`src/rtl/inst_fetch_queue.sv`:
```
// inst_fetch_queue: fetch PC, synchronous ROM request and a small instruction FIFO with flush
module inst_fetch_queue #(
  parameter int DEPTH = 4,
  parameter int ADDR_W = 6,
  parameter logic [31:0] RESET_PC = 32'h0
) (
  input  logic                       clk,
  input  logic                       rst,
  output logic                       rom_en,
  output logic [ADDR_W-1:0]          rom_addr,
  input  logic [31:0]                rom_data,
  output logic                       inst_valid,
  input  logic                       inst_ready,
  output logic [31:0]                inst_code,
  output logic [31:0]                inst_pc,
  input  logic                       flush,
  input  logic [31:0]                flush_pc,
  output logic [$clog2(DEPTH):0]     level
);
  localparam int PW = $clog2(DEPTH);
  localparam int CW = PW + 1;
  localparam logic [CW:0] DEPTH_C = (CW+1)'(DEPTH);
  logic [31:0] fpc;
  logic [31:0] infl_pc;
  logic infl;
  logic [31:0] code_q [DEPTH];
  logic [31:0] pc_q [DEPTH];
  logic [PW-1:0] wr_ptr;
  logic [PW-1:0] rd_ptr;
  logic [CW-1:0] count;
  logic [CW:0] occ;
  logic push;
  logic pop;
  // Credit-based issue: buffered plus in-flight words never exceed the FIFO depth
  always_comb begin
    occ = {1'b0, count} + (CW+1)'(infl);
    rom_en = rst & ~flush & (occ < DEPTH_C);
    rom_addr = fpc[ADDR_W+1:2];
    inst_valid = rst & (count != '0);
    inst_code = inst_valid ? code_q[rd_ptr] : '0;
    inst_pc = inst_valid ? pc_q[rd_ptr] : '0;
    level = rst ? count : '0;
    push = infl & ~flush;
    pop = inst_valid & inst_ready;
  end
  // Reset beats flush, flush beats normal issue/push/pop
  always_ff @(posedge clk) begin
    if (!rst) begin
      fpc <= RESET_PC;
      infl <= 1'b0;
      infl_pc <= '0;
      wr_ptr <= '0;
      rd_ptr <= '0;
      count <= '0;
      for (int i = 0; i < DEPTH; i++) begin
        code_q[i] <= '0;
        pc_q[i] <= '0;
      end
    end else if (flush) begin
      fpc <= flush_pc & ~32'd3;
      infl <= 1'b0;
      wr_ptr <= '0;
      rd_ptr <= '0;
      count <= '0;
    end else begin
      infl <= rom_en;
      if (rom_en) begin
        infl_pc <= fpc;
        fpc <= fpc + 32'd4;
      end
      if (push) begin
        code_q[wr_ptr] <= rom_data;
        pc_q[wr_ptr] <= infl_pc;
        wr_ptr <= wr_ptr + PW'(1);
      end
      if (pop) rd_ptr <= rd_ptr + PW'(1);
      count <= count + CW'(push) - CW'(pop);
    end
  end
endmodule
```
`config.mk`:
```
export PLATFORM = sky130hd
export DESIGN_NAME = inst_fetch_queue
export DESIGN_NICKNAME = d
export VERILOG_FILES = /design/src/rtl/inst_fetch_queue.sv
export SDC_FILE = /design/constraint.sdc
export NUM_CORES = 1
export LEC_CHECK = 0
export BUFFER_PORTS_ARGS = -buffer_cell sky130_fd_sc_hd__buf_2
export CORE_UTILIZATION = 50
export CTS_CLUSTER_SIZE = 30
export DETAILED_ROUTE_END_ITERATION = 10
export HOLD_SLACK_MARGIN = 0.08
export PLACE_DENSITY = 0.65
export SLEW_MARGIN = 25
export SYNTH_ARGS = -nofsm -noshare
export SYNTH_HDL_FRONTEND = slang
export SYNTH_SLANG_ARGS = --single-unit
```
`constraint.sdc`:
```
create_clock -name clk -period 7.5 [get_ports clk]
set_clock_uncertainty 0.1 [all_clocks]
set_input_delay 0.375 -clock clk [delete_from_list [all_inputs] [get_ports clk]]
set_output_delay 0.375 -clock clk [all_outputs]
set_load 0.01 [all_outputs]
```
# Word-level counts from Yosys, hierarchy flattened
# Memory sizes are Yosys's and may differ from the RTL's. A register that Yosys moved wholly into a read port is not among the register bits.
# Index checks and enable logic that the tools add are counted.
[word_totals] reg_bits=72 ramBits=256 inputBits=68 output_inout_bits=75 word_cells=49 memories=2
[mem_list] name="code_q" words=4 word_bits=32 rd=1 rd_clocked_by_memory_dff=1 wr=4 line="26" rtl="logic [31:0] code_q [DEPTH];"
[mem_list] name="pc_q" words=4 word_bits=32 rd=1 rd_clocked_by_memory_dff=1 wr=4 line="27" rtl="logic [31:0] pc_q [DEPTH];"
[op_classes] add_sub_neg=6 n_lt_le_gt_ge=1 n_mux=20 n_bitwise=7 n_reduce_logical=6
[op_table] operator="32-bit 2-to-1 mux" n=6
[op_table] operator="32-bit OR reduction" n=2
[op_table] operator="32-bit by 3-bit adder with 32-bit output, second input constant" n=1
[op_table] operator="2-bit 2-to-1 mux" n=6
[op_table] operator="1-bit 2-to-1 mux" n=7
[op_table] operator="1-bit AND" n=5
[op_table] operator="2-bit by 1-bit adder with 2-bit output, second input constant" n=2
[op_table] operator="3-bit by 1-bit adder with 4-bit output" n=1
[op_table] operator="4-bit by 3-bit less-than comparator with 1-bit output, second input constant" n=1
[op_table] operator="3-bit by 1-bit adder with 3-bit output" n=1
[op_table] operator="3-bit 2-to-1 mux" n=1
[op_table] operator="3-bit nonzero test" n=1
[op_table] operator="3-bit by 1-bit subtractor with 3-bit output" n=1
[op_table] operator="1-bit NOT" n=2
[op_table] operator="2-bit AND reduction" n=1
[op_table] operator="2-bit nonzero test" n=1
[op_table] operator="2-bit OR reduction" n=1

# Depth between registers and ports, before layout
[logic_depth] ltp_word=8 depth_mapped=10 depth_no_buf=9

# Worst setup path after synthesis
# No wires, ideal clock.
[synth_path] kind="input -> register" startpoint="in flush" endpoint="mem code_q[1][0], enable pin" setup_time_ns=0.568 arrival_time_ns=5.303 t_required_ns=6.832 setup_slack_ns=1.529 path_stages=4 path_buffers=1 cell_sequence="inv_1 -> clkbuf_1 -> nand2_1 -> o21ai_0"
[synth_rtl] item="from (decl)" line="16" rtl="input logic flush,"
[synth_rtl] item="to (decl)" line="26"

==> metrics.md <==
| Metric | Value |
|---|---|
| Outcome | `finished clean` |
| Reg clk slew, reported paths | `0.05 ns` |
| Row Count | `60` |
| Max VDD drop | `around 0.00015 V` |
| Global-route wire length before repair | `approximately 47,000 um` |
| Critical Path AT | `~2.9 ns` |
| Core Footprint | `roughly 27,000 um^2` |
| Largest net degree at the start of global routing | `65` |
| Final period util | `a little under half` |
| Min setup slack post-route | `between 4 and 5 ns` |
| DP Worst Slack | `4.35 ns` |
| Clock buffer depth | `3` |
| Share of layout cells above drive strength 1 | `roughly 21%` |
| Top-area cell type share of the netlist area | `53.9%` |
| Most frequent cells in the layout | `edfxtp_1, nor2_1, nand2_1` |
| DRC | `0` |
| Ranking of synthesized cells by area | `edfxtp_1, dfxtp_1, mux4_2` |
| Most common cell after layout, fill and taps aside | `edfxtp_1` |
| # clock sinks | `~320` |
| Max-capacitance violation count | `0` |
| Final net count | `between 1,000 and 1,500` |
| Tmin final | `3.39 ns` |
| Multi-input logic area | `about 4400 um^2` |
| Antenna violations before repair | `0` |
| Drt wl/cell | `roughly 18 um` |
| Max_slew headroom | `34.2%` |
| Register bit count reported by yosys | `roughly 320` |
| Die ar. | `around 28,000 um^2` |
| Worst slew pin tran | `between 0.9 and 1 ns` |
| CP Launch Type | `flop` |
| Gr usage total | `a little over a fifth` |
| Initial core utilization | `around half` |
| Setup_tns | `0 ns` |
| Vias in the first global route | `between 8,000 and 9,000` |
| Clk root buf | `clkbuf_16` |
| Cell taking the most area after synthesis | `edfxtp_1` |
| RR Startpoint | `count[2]` |
| Fin. Hold Viols | `0` |
| Clk_lat worst skew | `0.50 ns` |
| RSZ-0062 raised after global routing | `no` |
| Slew Viols, Final | `0` |
| Routability cong. | `roughly 0.79` |
| Setup bufs post-CTS | `0` |
| Worst setup EP type | `output port` |
| Synthesized area | `~14,000 um^2` |
| Post-DRT Antenna Nets | `0` |
| Leak pwr | `approximately 6.4 nW` |
| Unique masters post-synth | `43` |
| Synth Instances | `~1,100` |
| CP Max Fanout | `33` |
| CP required | `7.03 ns` |
| Vias per inst | `roughly 5.4` |
| DRT iter0 DRCs | `approximately 650` |
| Routed wire length | `between 20,000 and 30,000 um` |
| Total CTS buffers | `34` |
| Routed vias | `8,845` |
| Die Ht | `about 170 um` |
| PortBufs | `138` |
| CTS resizes | `0` |
| CTS tree | `done` |
| Grt total ovfl | `0` |
| Hold Buf Count CTS | `17` |
| Ys Warns | `0` |
| Area delta synth->final | `15.9%` |
| PwrDens | `roughly 240 nW/um^2` |
| Htree depth | `2` |
| Hold Startpoint | `flush_pc[6]` |
| I/O pins | `143` |
| Syn_area_per_cell | `roughly 12 um^2` |
| Register area | `just under 9000 um^2` |
| Sequential area share after synthesis | `between 60% and 70%` |
| FILL cells | `~2,300` |
| Placed wire-length estimate | `approximately 16,000 um` |
| Drt first pass iters | `5` |
| Highest Clock Rate | `about 300 MHz` |
| Ant diodes | `0` |
| Die width | `approximately 170 um` |
| Final setup violation count | `0` |
| Worst min path class | `input pin to flop` |
| Crit Path Category | `flop to output port` |
where the power goes:
group,switching [mW],leakage [nW],total (mW),internal [mW]
Clock,0.636,0.524,1.61,0.976
Combinational,0.109,2.72,0.178,0.0689
Sequential,0.0349,3.15,2.00,1.96
cells by family after synthesis:
logic type	share of synthesized area, %
and+or+nand+nor	15.1
DFF	64.0
buffers and inverters	4.40
AOI/OAI and AO/OA	4.25
muxes	10.1
xor gates and xnor gates	1.58
adders and majority gates	0.507
other	0.0271
layer usage:
metal / share of wire [%] / wire (um) / GRT usage [%]
met1: 44 / 13200 / 29.6
met4: 1.3 / 399 / 5.26
met2: 49 / 14800 / 36.6
met5: 0 / 0 / 0
met3: 5.1 / 1540 / 2.99
registers in the layout (all words and copies together), names as in the netlist, named ones only:
register,cells
infl,1
pc_q,120
code_q,128
fpc,30
infl_pc,30
rd_ptr,2
wr_ptr,2
count,3
cell usage after synthesis:
cell type	number
edfxtp_1	248
nor2_1	200
nand2_1	146
dfxtp_1	70
inv_1	70
and2_1	69
mux4_2	62
clkbuf_1	54
a21oi_1	53
o21ai_0	26
nand4_1	20
xor2_1	19
buf_2	15
and3_1	9
buf_4	8
a31oi_1	7
nand3_1	7
xnor2_1	6
ha_1	4
o22ai_1	4
or3_1	4
o211a_1	3
or4_1	3
a311oi_1	2
and4_1	2
buf_1	2
nand2b_1	2
nor3_1	2
nor4_1	2
o31ai_1	2
conb_1	1
fa_1	1
nand2_2	1
nand3b_2	1
nand4_2	1
nor2b_1	1
o211ai_1	1
o21a_1	1
o221ai_1	1
o22a_1	1
o22ai_4	1
o31a_1	1
or2_2	1
layout make-up:
| cell class | instances | area share (%) |
|---|---|---|
| clock inverters | 8 | 0.547 |
| well taps | 341 | 2.66 |
| flip-flops and latches | 318 | 55.3 |
| repair buffers | 171 | 6.12 |
| multi-input cells | 668 | 27.6 |
| inverters | 70 | 1.64 |
| clock buffers | 50 | 6.15 |
path summary, 6_finish.rpt:
kind            endpoint  slack (ns)  cells after the start
max          inst_pc[19]        4.11                      4
min               fpc[6]        0.08                      3
max reg2reg     count[2]        4.73                     10
min reg2reg  infl_pc[23]        0.36                      2
stage by stage:
step / instance area [um^2] / std cells / util, % / total power, mW / hold WS, ns
2_1_floorplan: 13800 / 1135 / - / 2.15 / 0.337
4_1_cts: 16000 / 1626 / 59.3 / 3.82 / 0.0803
3_3_place_gp: 14800 / 1551 / 54.7 / 2.21 / 0.343
5_1_grt: 16000 / 1626 / 59.3 / 3.90 / 0.0889
6_report: 16000 / 1626 / 59.3 / 3.79 / 0.0848
3_5_place_dp: 14800 / 1551 / 54.7 / 2.21 / 0.347
critical path: stages (launching register included):
cell and delay, ns:
dfxtp_4 0.77, buf_4 0.68, mux4_2 0.59, and2_1 0.20, buf_2 0.14
(Power assumes the default switching activity.)
